<file path="src/rtl/reg_file_pkg.sv">
// Shared constants and types for the multi-port integer register file.
// Holds default geometry, the init/run state encoding and an index type.
package reg_file_pkg;

    localparam int RF_REG_COUNT = 32;
    localparam int RF_WORD_SIZE = 32;
    localparam int RF_NUM_RD    = 2;
    localparam int RF_NUM_WR    = 1;
    localparam int RF_ZERO_REG  = 1;
    localparam int RF_BYPASS    = 1;

    typedef enum logic {
        RF_INIT,
        RF_RUN
    } rf_state_e;

    // Register index for the default geometry.
    typedef logic [$clog2(RF_REG_COUNT)-1:0] rf_idx_t;

endpackage

</file>
<file path="src/rtl/reg_file_init_ctrl.sv">
// Post-reset clear sequencer: walks every register index once, then idles.
// Ports: clk_i, rst_ni, sweep_we_o/sweep_addr_o (clear write), init_busy_o.
module reg_file_init_ctrl
    import reg_file_pkg::*;
#(
    parameter  int REG_COUNT = RF_REG_COUNT,
    localparam int AW        = $clog2(REG_COUNT)
) (
    input  logic          clk_i,
    input  logic          rst_ni,
    output logic          sweep_we_o,
    output logic [AW-1:0] sweep_addr_o,
    output logic          init_busy_o
);

    localparam logic [AW-1:0] LAST = AW'(REG_COUNT - 1);

    rf_state_e     state;
    logic [AW-1:0] clr_ptr;

    always_ff @(posedge clk_i or negedge rst_ni) begin
        if (!rst_ni) begin
            state       <= RF_INIT;
            clr_ptr     <= '0;
            init_busy_o <= 1'b1;
        end else begin
            unique case (state)
                RF_INIT: begin
                    if (clr_ptr == LAST) begin
                        state       <= RF_RUN;
                        init_busy_o <= 1'b0;
                    end else begin
                        clr_ptr <= clr_ptr + 1'b1;
                    end
                end
                RF_RUN: begin
                    state <= RF_RUN;
                end
            endcase
        end
    end

    // Busy is high exactly while in INIT, so it doubles as the sweep strobe.
    assign sweep_we_o   = init_busy_o;
    assign sweep_addr_o = clr_ptr;

endmodule

</file>
<file path="src/rtl/reg_file_mp.sv">
// Multi-port integer register file with optional x0 and write bypass.
// Ports: clk_i, rst_ni, rd_addr_i/rd_data_o, we_i/wr_addr_i/wr_data_i, init_busy_o.
module reg_file_mp
    import reg_file_pkg::*;
#(
    parameter  int REG_COUNT = RF_REG_COUNT,
    parameter  int WORD_SIZE = RF_WORD_SIZE,
    parameter  int NUM_RD    = RF_NUM_RD,
    parameter  int NUM_WR    = RF_NUM_WR,
    parameter  int ZERO_REG  = RF_ZERO_REG,
    parameter  int BYPASS    = RF_BYPASS,
    localparam int AW        = $clog2(REG_COUNT)
) (
    input  logic                               clk_i,
    input  logic                               rst_ni,
    input  logic [NUM_RD-1:0][AW-1:0]          rd_addr_i,
    output logic [NUM_RD-1:0][WORD_SIZE-1:0]   rd_data_o,
    input  logic [NUM_WR-1:0]                  we_i,
    input  logic [NUM_WR-1:0][AW-1:0]          wr_addr_i,
    input  logic [NUM_WR-1:0][WORD_SIZE-1:0]   wr_data_i,
    output logic                               init_busy_o
);

    localparam logic [AW:0] ADDR_LIM = (AW+1)'(REG_COUNT);

    logic                 sweep_we;
    logic [AW-1:0]        sweep_addr;
    logic [NUM_WR-1:0]    wr_ok;
    logic [WORD_SIZE-1:0] mem [REG_COUNT];

    // An address is live if it exists and is not the hardwired zero.
    function automatic logic addr_live(input logic [AW-1:0] a);
        logic zero_hit;
        zero_hit = (ZERO_REG != 0) && (a == '0);
        return ({1'b0, a} < ADDR_LIM) && !zero_hit;
    endfunction

    reg_file_init_ctrl #(
        .REG_COUNT(REG_COUNT)
    ) u_init_ctrl (
        .clk_i       (clk_i),
        .rst_ni      (rst_ni),
        .sweep_we_o  (sweep_we),
        .sweep_addr_o(sweep_addr),
        .init_busy_o (init_busy_o)
    );

    always_comb begin
        wr_ok = '0;
        for (int p = 0; p < NUM_WR; p++) begin
            wr_ok[p] = we_i[p] && !init_busy_o
                     && addr_live(wr_addr_i[p]);
        end
    end

    // Later ports overwrite earlier ones, so the highest index wins.
    always_ff @(posedge clk_i) begin
        if (sweep_we) begin
            mem[sweep_addr] <= '0;
        end else begin
            for (int p = 0; p < NUM_WR; p++) begin
                if (wr_ok[p]) begin
                    mem[wr_addr_i[p]] <= wr_data_i[p];
                end
            end
        end
    end

    always_comb begin
        rd_data_o = '0;
        for (int r = 0; r < NUM_RD; r++) begin
            if (!init_busy_o && addr_live(rd_addr_i[r])) begin
                rd_data_o[r] = mem[rd_addr_i[r]];
                if (BYPASS != 0) begin
                    for (int p = 0; p < NUM_WR; p++) begin
                        if (wr_ok[p] && wr_addr_i[p] == rd_addr_i[r]) begin
                            rd_data_o[r] = wr_data_i[p];
                        end
                    end
                end
            end
        end
    end

endmodule

</file>
<file path="config.mk">
export PLATFORM = sky130hd
export DESIGN_NAME = reg_file_mp
export DESIGN_NICKNAME = d
export VERILOG_FILES = /design/src/rtl/reg_file_pkg.sv /design/src/rtl/reg_file_init_ctrl.sv /design/src/rtl/reg_file_mp.sv
export SDC_FILE = /design/constraint.sdc
export NUM_CORES = 1
export LEC_CHECK = 0
export CORE_MARGIN = 2
export CORE_UTILIZATION = 50
export DETAILED_ROUTE_END_ITERATION = 6
export GPL_ROUTABILITY_DRIVEN = 0
export PLACE_DENSITY = 0.64
export SLEW_MARGIN = 10
export SYNTH_ARGS = -nofsm -noshare
export SYNTH_HDL_FRONTEND = slang
export SYNTH_SLANG_ARGS = --single-unit
export TNS_END_PERCENT = 100
</file>
<file path="constraint.sdc">
create_clock -name clk_i -period 4.65 [get_ports clk_i]
set_input_delay 0.465 -clock clk_i [delete_from_list [all_inputs] [get_ports clk_i]]
set_output_delay 0.465 -clock clk_i [all_outputs]
set_load 0.03 [all_outputs]
</file>
Word-level counts from Yosys, hierarchy flattened
Memory sizes are Yosys's and may differ from the RTL's.
Cells that the tools add are included.
W data, S select, Z words.
{"block": "word_totals", "ram_bits": 1024, "register_bits": 7, "mem_count": 1, "inputBits": 50, "elab_cells": 40, "output_inout_bits": 65}
{"memory": "mem", "words": 32, "word_bits": 32, "read_ports": 2, "rd_clocked_by_memory_dff": 0, "wr": 1, "line_no": "reg_file_mp.sv:29", "text": "logic [WORD_SIZE-1:0] mem [REG_COUNT];"}
{"block": "op_classes", "addsub": 1, "mux": 14, "eq_ne": 3, "n_reduce_logical": 16, "bitwise_logic": 2}
{"operator": "$mux W32", "n": 5}
{"operator": "$reduce_or A32 Y1", "n": 1}
{"operator": "$logic_not A5 Y1", "n": 3}
{"operator": "$eq A5 B5 Y1", "n": 2}
{"operator": "$mux W1", "n": 7}
{"operator": "$logic_and A1 B1 Y1", "n": 6}
{"operator": "$add A5 B1 Y5 const B", "n": 1}
{"operator": "$eq A5 B5 Y1 const B", "n": 1}
{"operator": "$mux W5", "n": 1}
{"operator": "$logic_not A1 Y1", "n": 4}
{"operator": "$reduce_and A2 Y1", "n": 2}
{"operator": "$not A1 Y1", "n": 2}
{"operator": "$pmux W1 S2", "n": 1}

Logic depth before layout (Yosys ltp)
Gate-level depths: netlist of run 1.
{"block": "logic_depth", "ltp_word": 8, "depth_mapped": 10, "ltp_nobuf": 6}

By module
From an unflattened synthesis of run 1, not the netlist that was laid out.
{"block": "unflattened", "cells_unflattened": 2704, "area_unflattened_um2": 48826.8}
{"mod": "reg_file_mp", "cells_each": 2682, "n_inst": 1, "seq_area_each_um2": 30749.5, "area_per_inst_um2": 48526.5}
{"mod": "reg_file_init_ctrl", "cells_each": 22, "n_inst": 1, "seq_area_each_um2": 176.4, "area_per_inst_um2": 300.3}

Worst setup path after synthesis of run 1
OpenSTA, ideal clock, no wires.
{"block": "synth_timing", "kind": "input port to flip-flop", "start": "input port wr_addr_i[0] in the netlist's numbering", "end": "memory mem[3][0] in the netlist's numbering (enable)", "setup_slack_ns": 0.920, "cell_stages": 7, "required_ns": 4.229, "setup_time_ns": 0.421, "arrival_time_ns": 3.309, "n_path_buf": 2, "cell_sequence": "buf_2 -> or4_4 -> o21ai_4 -> mux2i_1 -> or2_2 -> clkbuf_1 -> nor2_1"}
{"block": "synth_between", "elab_chain_cells": 8, "word_cells_on_any_way": 9, "cone_classes": "5 x mux; 4 x reduce/logical"}
{"element": "start, declared", "line_no": "reg_file_mp.sv:19", "text": "input logic [NUM_WR-1:0][AW-1:0] wr_addr_i,"}
{"element": "$logic_not A5 Y1", "line_no": "reg_file_mp.sv:34", "text": "zero_hit = (ZERO_REG != 0) && (a == '0);"}
{"element": "$logic_not A1 Y1", "line_no": "reg_file_mp.sv:35", "text": "return ({1'b0, a} < ADDR_LIM) && !zero_hit;"}
{"element": "$logic_and A1 B1 Y1", "line_no": "reg_file_mp.sv:52", "text": "&& addr_live(wr_addr_i[p]);"}
{"element": "$mux W1", "line_no": "reg_file_mp.sv:62", "text": "if (wr_ok[p]) begin"}
{"element": "$mux W1", "line_no": "reg_file_mp.sv:58", "text": "if (sweep_we) begin"}
{"element": "$mux W1 (implied by the code)", "line_no": "reg_file_mp.sv:63", "text": "mem[wr_addr_i[p]] <= wr_data_i[p];"}
{"element": "$reduce_or A32 Y1 (no line)"}
{"element": "$mux W5 (no line) or $mux W1 (tied branches)"}
{"element": "end, declared", "line_no": "reg_file_mp.sv:29"}
Parallel ways exist; a longest one is shown, timed or not.

==> results of run 1 <==
[timing repair]
item                                    4_1_cts  5_1_grt
hold endpoints to repair                      0        0
resized for setup                             0        1
endpoints found under the setup margin        0        2
[layout make-up]
cell class / instances / area [µm²]
well taps: 1287 / 1610
clock buffers: 128 / 2780
fillers: 7334 / 41700
repair buffers: 289 / 3040
clock inverters: 68 / 533
inverters: 10 / 38.8
flip-flops and latches: 1031 / 30900
multi-input cells: 1510 / 17600
[placed cells by master, fill, tap and decap left out, types with 7 or more instances in the layout]
cell             count
o21ai_0             46
o21bai_1            32
a221oi_1           148
clkbuf_16          108
a22o_1               9
inv_1                7
a21oi_1             83
mux2i_1            332
o31ai_1              9
clkinv_2            23
a31oi_1             11
xnor2_1              8
nor2_1              14
bufinv_16            7
o32ai_1              7
clkbuf_1            20
and2_1              39
a22oi_1             42
o211ai_1             8
buf_12              51
nor3_1              24
a211o_1             34
nor2b_1             33
nor2_4              34
mux4_2             381
a311o_1              7
nand2b_1            22
buf_4              147
clkinv_1            31
nand2_1             59
edfxtp_1          1024
nand3_1             24
clkdlybuf4s50_1     85
and3_1               9
[registers in the layout (all words and copies together), names as in the netlist]
name                      count
u_init_ctrl.state             1
u_init_ctrl.sweep_addr_o      5
mem                        1024
u_init_ctrl.init_busy_o       1
[power by group through the flow]
| stage | Clock (µW) | Combinational, µW | Sequential [µW] |
|---|---|---|---|
| 2_1_floorplan | 0 | 1400 | 10500 |
| 3_3_place_gp | 0 | 2290 | 10500 |
| 3_5_place_dp | 0 | 2300 | 10500 |
| 4_1_cts | 8310 | 2310 | 10300 |
| 5_1_grt | 8690 | 2420 | 10300 |
| 6_report | 8250 | 2340 | 10300 |
[per-layer routing]
| layer | vias up | wire length (µm) | track usage | part of all wire |
|---|---|---|---|---|
| li1 | 12200 | - | - | - |
| met1 | 16300 | 58600 | 0.414 | 0.36 |
| met2 | 2064 | 77700 | 0.516 | 0.48 |
| met3 | 484 | 16300 | 0.0625 | 0.10 |
| met4 | 2 | 8680 | 0.153 | 0.054 |
| met5 | - | 13 | 0 | 0.000081 |
[critical path: stages]
cell             delay (ns)
clkdlybuf4s50_1        0.66
xor2_1                 0.25
nor3_1                 0.56
nand3_2                0.54
buf_4                  0.35
o21ai_0                0.14
o21ba_2                0.22
clkdlybuf4s50_1        0.60
[cells by family after synthesis]
| kind of cell | synth area share |
|---|---|
| DFF | 0.625 |
| muxes | 0.241 |
| AOI/OAI and AO/OA | 0.0766 |
| and+or+nand+nor | 0.0292 |
| buffers and inverters | 0.0263 |
| xor gates and xnor gates | 0.00230 |
| adders and majority gates | 0.000505 |
[stage by stage]
step | cells | util | cell area, µm² | total power [µW]
floorplan | 2783 | - | 49500 | 11900
global placement | 4127 | 0.542 | 53200 | 12800
detailed placement | 4127 | 0.542 | 53200 | 12800
CTS | 4323 | 0.575 | 56500 | 21000
global route | 4323 | 0.575 | 56500 | 21400
finish | 4323 | 0.575 | 56500 | 20900
[final timing paths]
| check | startpoint | to | cells past startpoint |
|---|---|---|---|
| worst max-delay path | wr_addr_i[3] | rd_data_o[53] | 8 |
| worst min-delay path | rst_ni | u_init_ctrl.sweep_addr_o[3] | 1 |
| worst max register to register | u_init_ctrl.init_busy_o | mem[21][18] | 6 |
| worst min register to register | u_init_ctrl.state | u_init_ctrl.init_busy_o | 2 |
| max in group asynchronous | rst_ni | u_init_ctrl.init_busy_o | 1 |
| min in group clk_i | u_init_ctrl.state | u_init_ctrl.init_busy_o | 2 |
==> impl_results.md, run 1 <==
- Run status: complete, but fails checks
- Failing checks: design-rule violations
- Initial antenna violation count: 4
- CTS tree: yes
- Most instantiated cells after synthesis: edfxtp_1, mux4_2, mux2i_1
- Via count: 31100
- Reg-to-reg slack, setup: 1.33 ns
- Synth Flop Type: edfxtp_1
- Routed Antenna Nets: 0
- Net Sw Frac: 0.241
- Internal Power: 15900 µW
- Dpl ws: 0.355 ns
- Diodes inserted: 0
- Input/output buffers: 114
- Layout cells sized above 1: 0.261
- Sequential power share: 0.494
- Per-cell routed wire length: 37.3 µm
- Net count after synthesis: 2835
- # DRC: 2
- Final max-slew violation count: 0
- Syn avg cell area: 17.8 µm²
- Final setup violating endpoints: 0
- Setup Buffers After CTS: 0
- Hold Slack: 0.0359 ns
- Total GRT Usage: 0.318
- Max Fclk: 234 MHz
- Post-synth EDFFs: 1024
- CTS clk-pin slew, worst paths: 0.06 ns
- CTS H-tree lvls: 3
- Synth top area share: 0.621
- Min setup slack post-route: 0.377 ns
- Clk network pwr share: 0.394
- Unique cell type count in the Yosys netlist: 69
- Num CTS Buffers: 106
- Final Critical Period: 4.27 ns
- Max VDD drop: 281 µV
- Vias in the first global route: 31500
- Critical Path AT: 3.81 ns
- Syn Inst Count: 2783
- Number of core rows: 115
- Initial Utilization: 0.504
- Clock latency on the worst-skew pair: 0.68 ns
- Pwr dens: 370 nW/µm²
- Critical path class: input pin to output port
- #FFs+latches synth: 1031
- Crit end category: output port
- Drt pass-1 iters: 7
- CP required: 4.18 ns
- CTS max path bufs: 3
- Mapped cell area: 49500 µm²
- Worst Path Max Fanout: 11
- DP HPWL: 96700 µm
- Final Cycle Share: 0.919
- IO Count: 115
- Synth area leaders: edfxtp_1, mux4_2, mux2i_1
- Grt total ovfl: 0
- Via density: 7.20
- Maxcap violations: 0
- Synth Warn #: 0
- Clock skew: 0.0159 ns
- Setup TNS: 0 ns
- Root Buffer: clkbuf_16
- Crit start category: input pin
- Leak: 0.0188 µW
- Relative slew slack: 0.224
- Asr flop ratio synth: 0.00679
- Die span in y: 319 µm
- Top-count cell post-synth: edfxtp_1
- Die Width: 319 µm
- Combinational share of power: 0.112
- Synth area leader: edfxtp_1
- Register area share after synthesis: 0.625
- Final hold violation count: 0
- Clk sinks: 1031
- Sw Pwr: 5050 µW
- Hold Crit Class: input pin to asynchronous set/reset pin
- DR iter-0 viols: 4259
- Actual slew at the worst max-slew pin: 1.16 ns
- Syn-to-layout area delta: 14.2%
- Core footprint: 98300 µm²
- RSZ-0062 raised after global routing: false
- Largest net degree at the start of global routing: 68
- Detailed Route WL: 161000 µm
- Final nets: 3000
- First-pass GRT wire length: 230000 µm
- Hold Buf Count CTS: 0
- DIE AREA: 102000 µm²
(Power assumes the default switching activity.)
==> run 2, diff against run 1 <==
--- a/config.mk
+++ b/config.mk
@@ -5,6 +5,7 @@
 export SDC_FILE = /design/constraint.sdc
 export NUM_CORES = 1
 export LEC_CHECK = 0
+export CORE_ASPECT_RATIO = 1.4
 export CORE_MARGIN = 2
 export CORE_UTILIZATION = 50
 export DETAILED_ROUTE_END_ITERATION = 6
==> impl_results.md, run 2 (synthesis results as in run 1) <==
- Syn-to-layout area delta: 14.4%
- IO Count: 115 (unchanged)
- Worst flop-to-flop path endpoint: mem[28][15]
- Fillers: 7330 (-0.055%)
- Grt total ovfl: 0 (unchanged)
- Max Fclk: 219 MHz (-6.4%)
- Final hold violation count: 0 (unchanged)
- Fin cells: 4355 (+0.74%)
- Drt pass-1 iters: 5 (-2)
- Run status: finished, final reports clean
- Crit start category: flop
- Num CTS Buffers: 97 (-8.5%)
- DR iter-0 viols: 4184 (-1.8%)
- Detailed Route WL: 165000 µm (+2.5%)
- Sequential standard cell area: 30900 µm² (unchanged)
- CP required: 4.18 ns (about the same)
- Hold Buf Count CTS: 0 (unchanged)
- # DRC: 0 (-2)
- Number of core rows: 136 (+18%)
- Critical Path AT: 4.10 ns (+0.29 ns)
- Root Buffer: clkbuf_16
- CTS H-tree lvls: 3 (unchanged)
- Initial Utilization: 0.504 (about the same)
- Multi-input logic area: 17600 µm² (about the same)
- Routed Antenna Nets: 0 (unchanged)
- Initial antenna violation count: 5 (+1)
- Critical path class: flop to output port
- FF-to-FF path depth: 7 (+1)
- Leak: 0.0188 µW (about the same)
- Relative slew slack: 0.134 (-0.0902)
- RSZ-0062 raised after global routing: false
- Largest Register: mem
- Final setup violating endpoints: 0 (unchanged)
- Setup Buffers After CTS: 0 (unchanged)
- Via density: 7.14 (-0.88%)
- Final nets: 3015 (+0.50%)
- Max VDD drop: 255 µV (-9.4%)
- Final Critical Period: 4.56 ns (+0.291 ns)
- Pwr dens: 362 nW/µm² (-2.1%)
- Hold Crit Class: input pin to asynchronous set/reset pin
- Core footprint: 98200 µm² (about the same)
- Vias in the first global route: 32000 (+1.4%)
- Final core utilization: 0.577 (+0.00159)
- CTS max path bufs: 3 (unchanged)
- Actual slew at the worst max-slew pin: 1.30 ns (+0.135 ns)
- Die span in y: 376 µm (+18%)
- Max reg flops: 1024 (unchanged)
- Per-cell routed wire length: 38.0 µm (+1.7%)
- Die Width: 270 µm (-15%)
- Most common cell after layout, fill and taps aside: edfxtp_1
- Via count: 31100 (-0.14%)
- Total GRT Usage: 0.326 (+0.00771)
- Clk sinks: 1031 (unchanged)
- DP HPWL: 99700 µm (+3.1%)
- Clock latency on the worst-skew pair: 0.71 ns (+0.03 ns)
- Input/output buffers: 114 (unchanged)
- CTS clk-pin slew, worst paths: 0.06 ns (about the same)
- Commonest cells after routing, fill and taps aside: edfxtp_1, mux4_2, mux2i_1
- First-pass GRT wire length: 233000 µm (+1.5%)
- Setup TNS: 0 ns (unchanged)
- Layout cells sized above 1: 0.268 (+0.00656)
- Reg-to-reg slack, setup: 0.88 ns (-0.45 ns)
- Maxcap violations: 0 (unchanged)
- DIE AREA: 102000 µm² (about the same)
- Final max-slew violation count: 0 (unchanged)
- Worst Path Max Fanout: 17 (+6)
- # placed instances: 4175 (+1.2%)
- Clock skew: 0.0211 ns (+0.00524 ns)
- Crit end category: output port
- CTS tree: yes
- Final Cycle Share: 0.982 (+0.0626)
- Launch point of the worst reg-to-reg path: u_init_ctrl.init_busy_o
- Largest net degree at the start of global routing: 66 (-2.9%)
- CTS resizes: 0 (unchanged)
## run 2: worst max-delay path: stages, from the launching register on
cell             delay [ns]
dfstp_2                0.47
nor2b_1                0.74
o21ai_4                0.23
o311ai_4               0.36
buf_4                  0.46
a21oi_1                0.12
a211o_1                0.39
clkdlybuf4s50_1        0.63
## run 2: worst max-delay path by stage
stage	slack, ns	from	to
2_1_floorplan	0.92	wr_addr_i[0]	mem[3][0]
3_3_place_gp	0.24	wr_addr_i[2]	rd_data_o[16]
3_5_place_dp	0.21	wr_addr_i[2]	rd_data_o[18]
4_1_cts	0.16	u_init_ctrl.init_busy_o	rd_data_o[7]
5_1_grt	0.08	u_init_ctrl.init_busy_o	rd_data_o[7]
6_report	0.09	u_init_ctrl.init_busy_o	rd_data_o[7]
## run 2: report_power, final
part           internal, µW  leakage (µW)  switching (µW)
Combinational           960       0.00794            1420
Clock                  4270       0.00145            3550
Sequential            10300       0.00942            29.1
## run 2: final cells by class
cell class | instances | area share
sequential | 1031 | 0.546
tap | 1311 | 0.0290
timing repair buffer | 313 | 0.0598
clock buffer | 118 | 0.0446
antenna | 4 | 0.000177
clock inverter | 58 | 0.00894
multi-input combinational | 1510 | 0.311
inverter | 10 | 0.000685
## run 2: routing by layer
layer	routed length, µm	part of all wire	global-route usage	up-vias
met5	30	0.00018	0	-
met3	16000	0.097	0.0562	501
met2	80700	0.49	0.539	2084
met1	57300	0.35	0.403	16300
li1	-	-	-	12200
met4	11200	0.068	0.196	4
## run 2: stage by stage
| stage | power (µW) | instance area [µm²] | hold slack (ns) | worst slack, ns |
|---|---|---|---|---|
| after floorplan | 11900 | 49500 | 0.169 | 0.920 |
| after detailed placement | 12900 | 53600 | 0.477 | 0.212 |
| after global placement | 12900 | 53600 | 0.461 | 0.238 |
| after CTS | 20600 | 56600 | 0.00592 | 0.155 |
| final | 20500 | 56700 | 0.0348 | 0.0859 |
| after global routing | 21000 | 56600 | 0.0440 | 0.0761 |
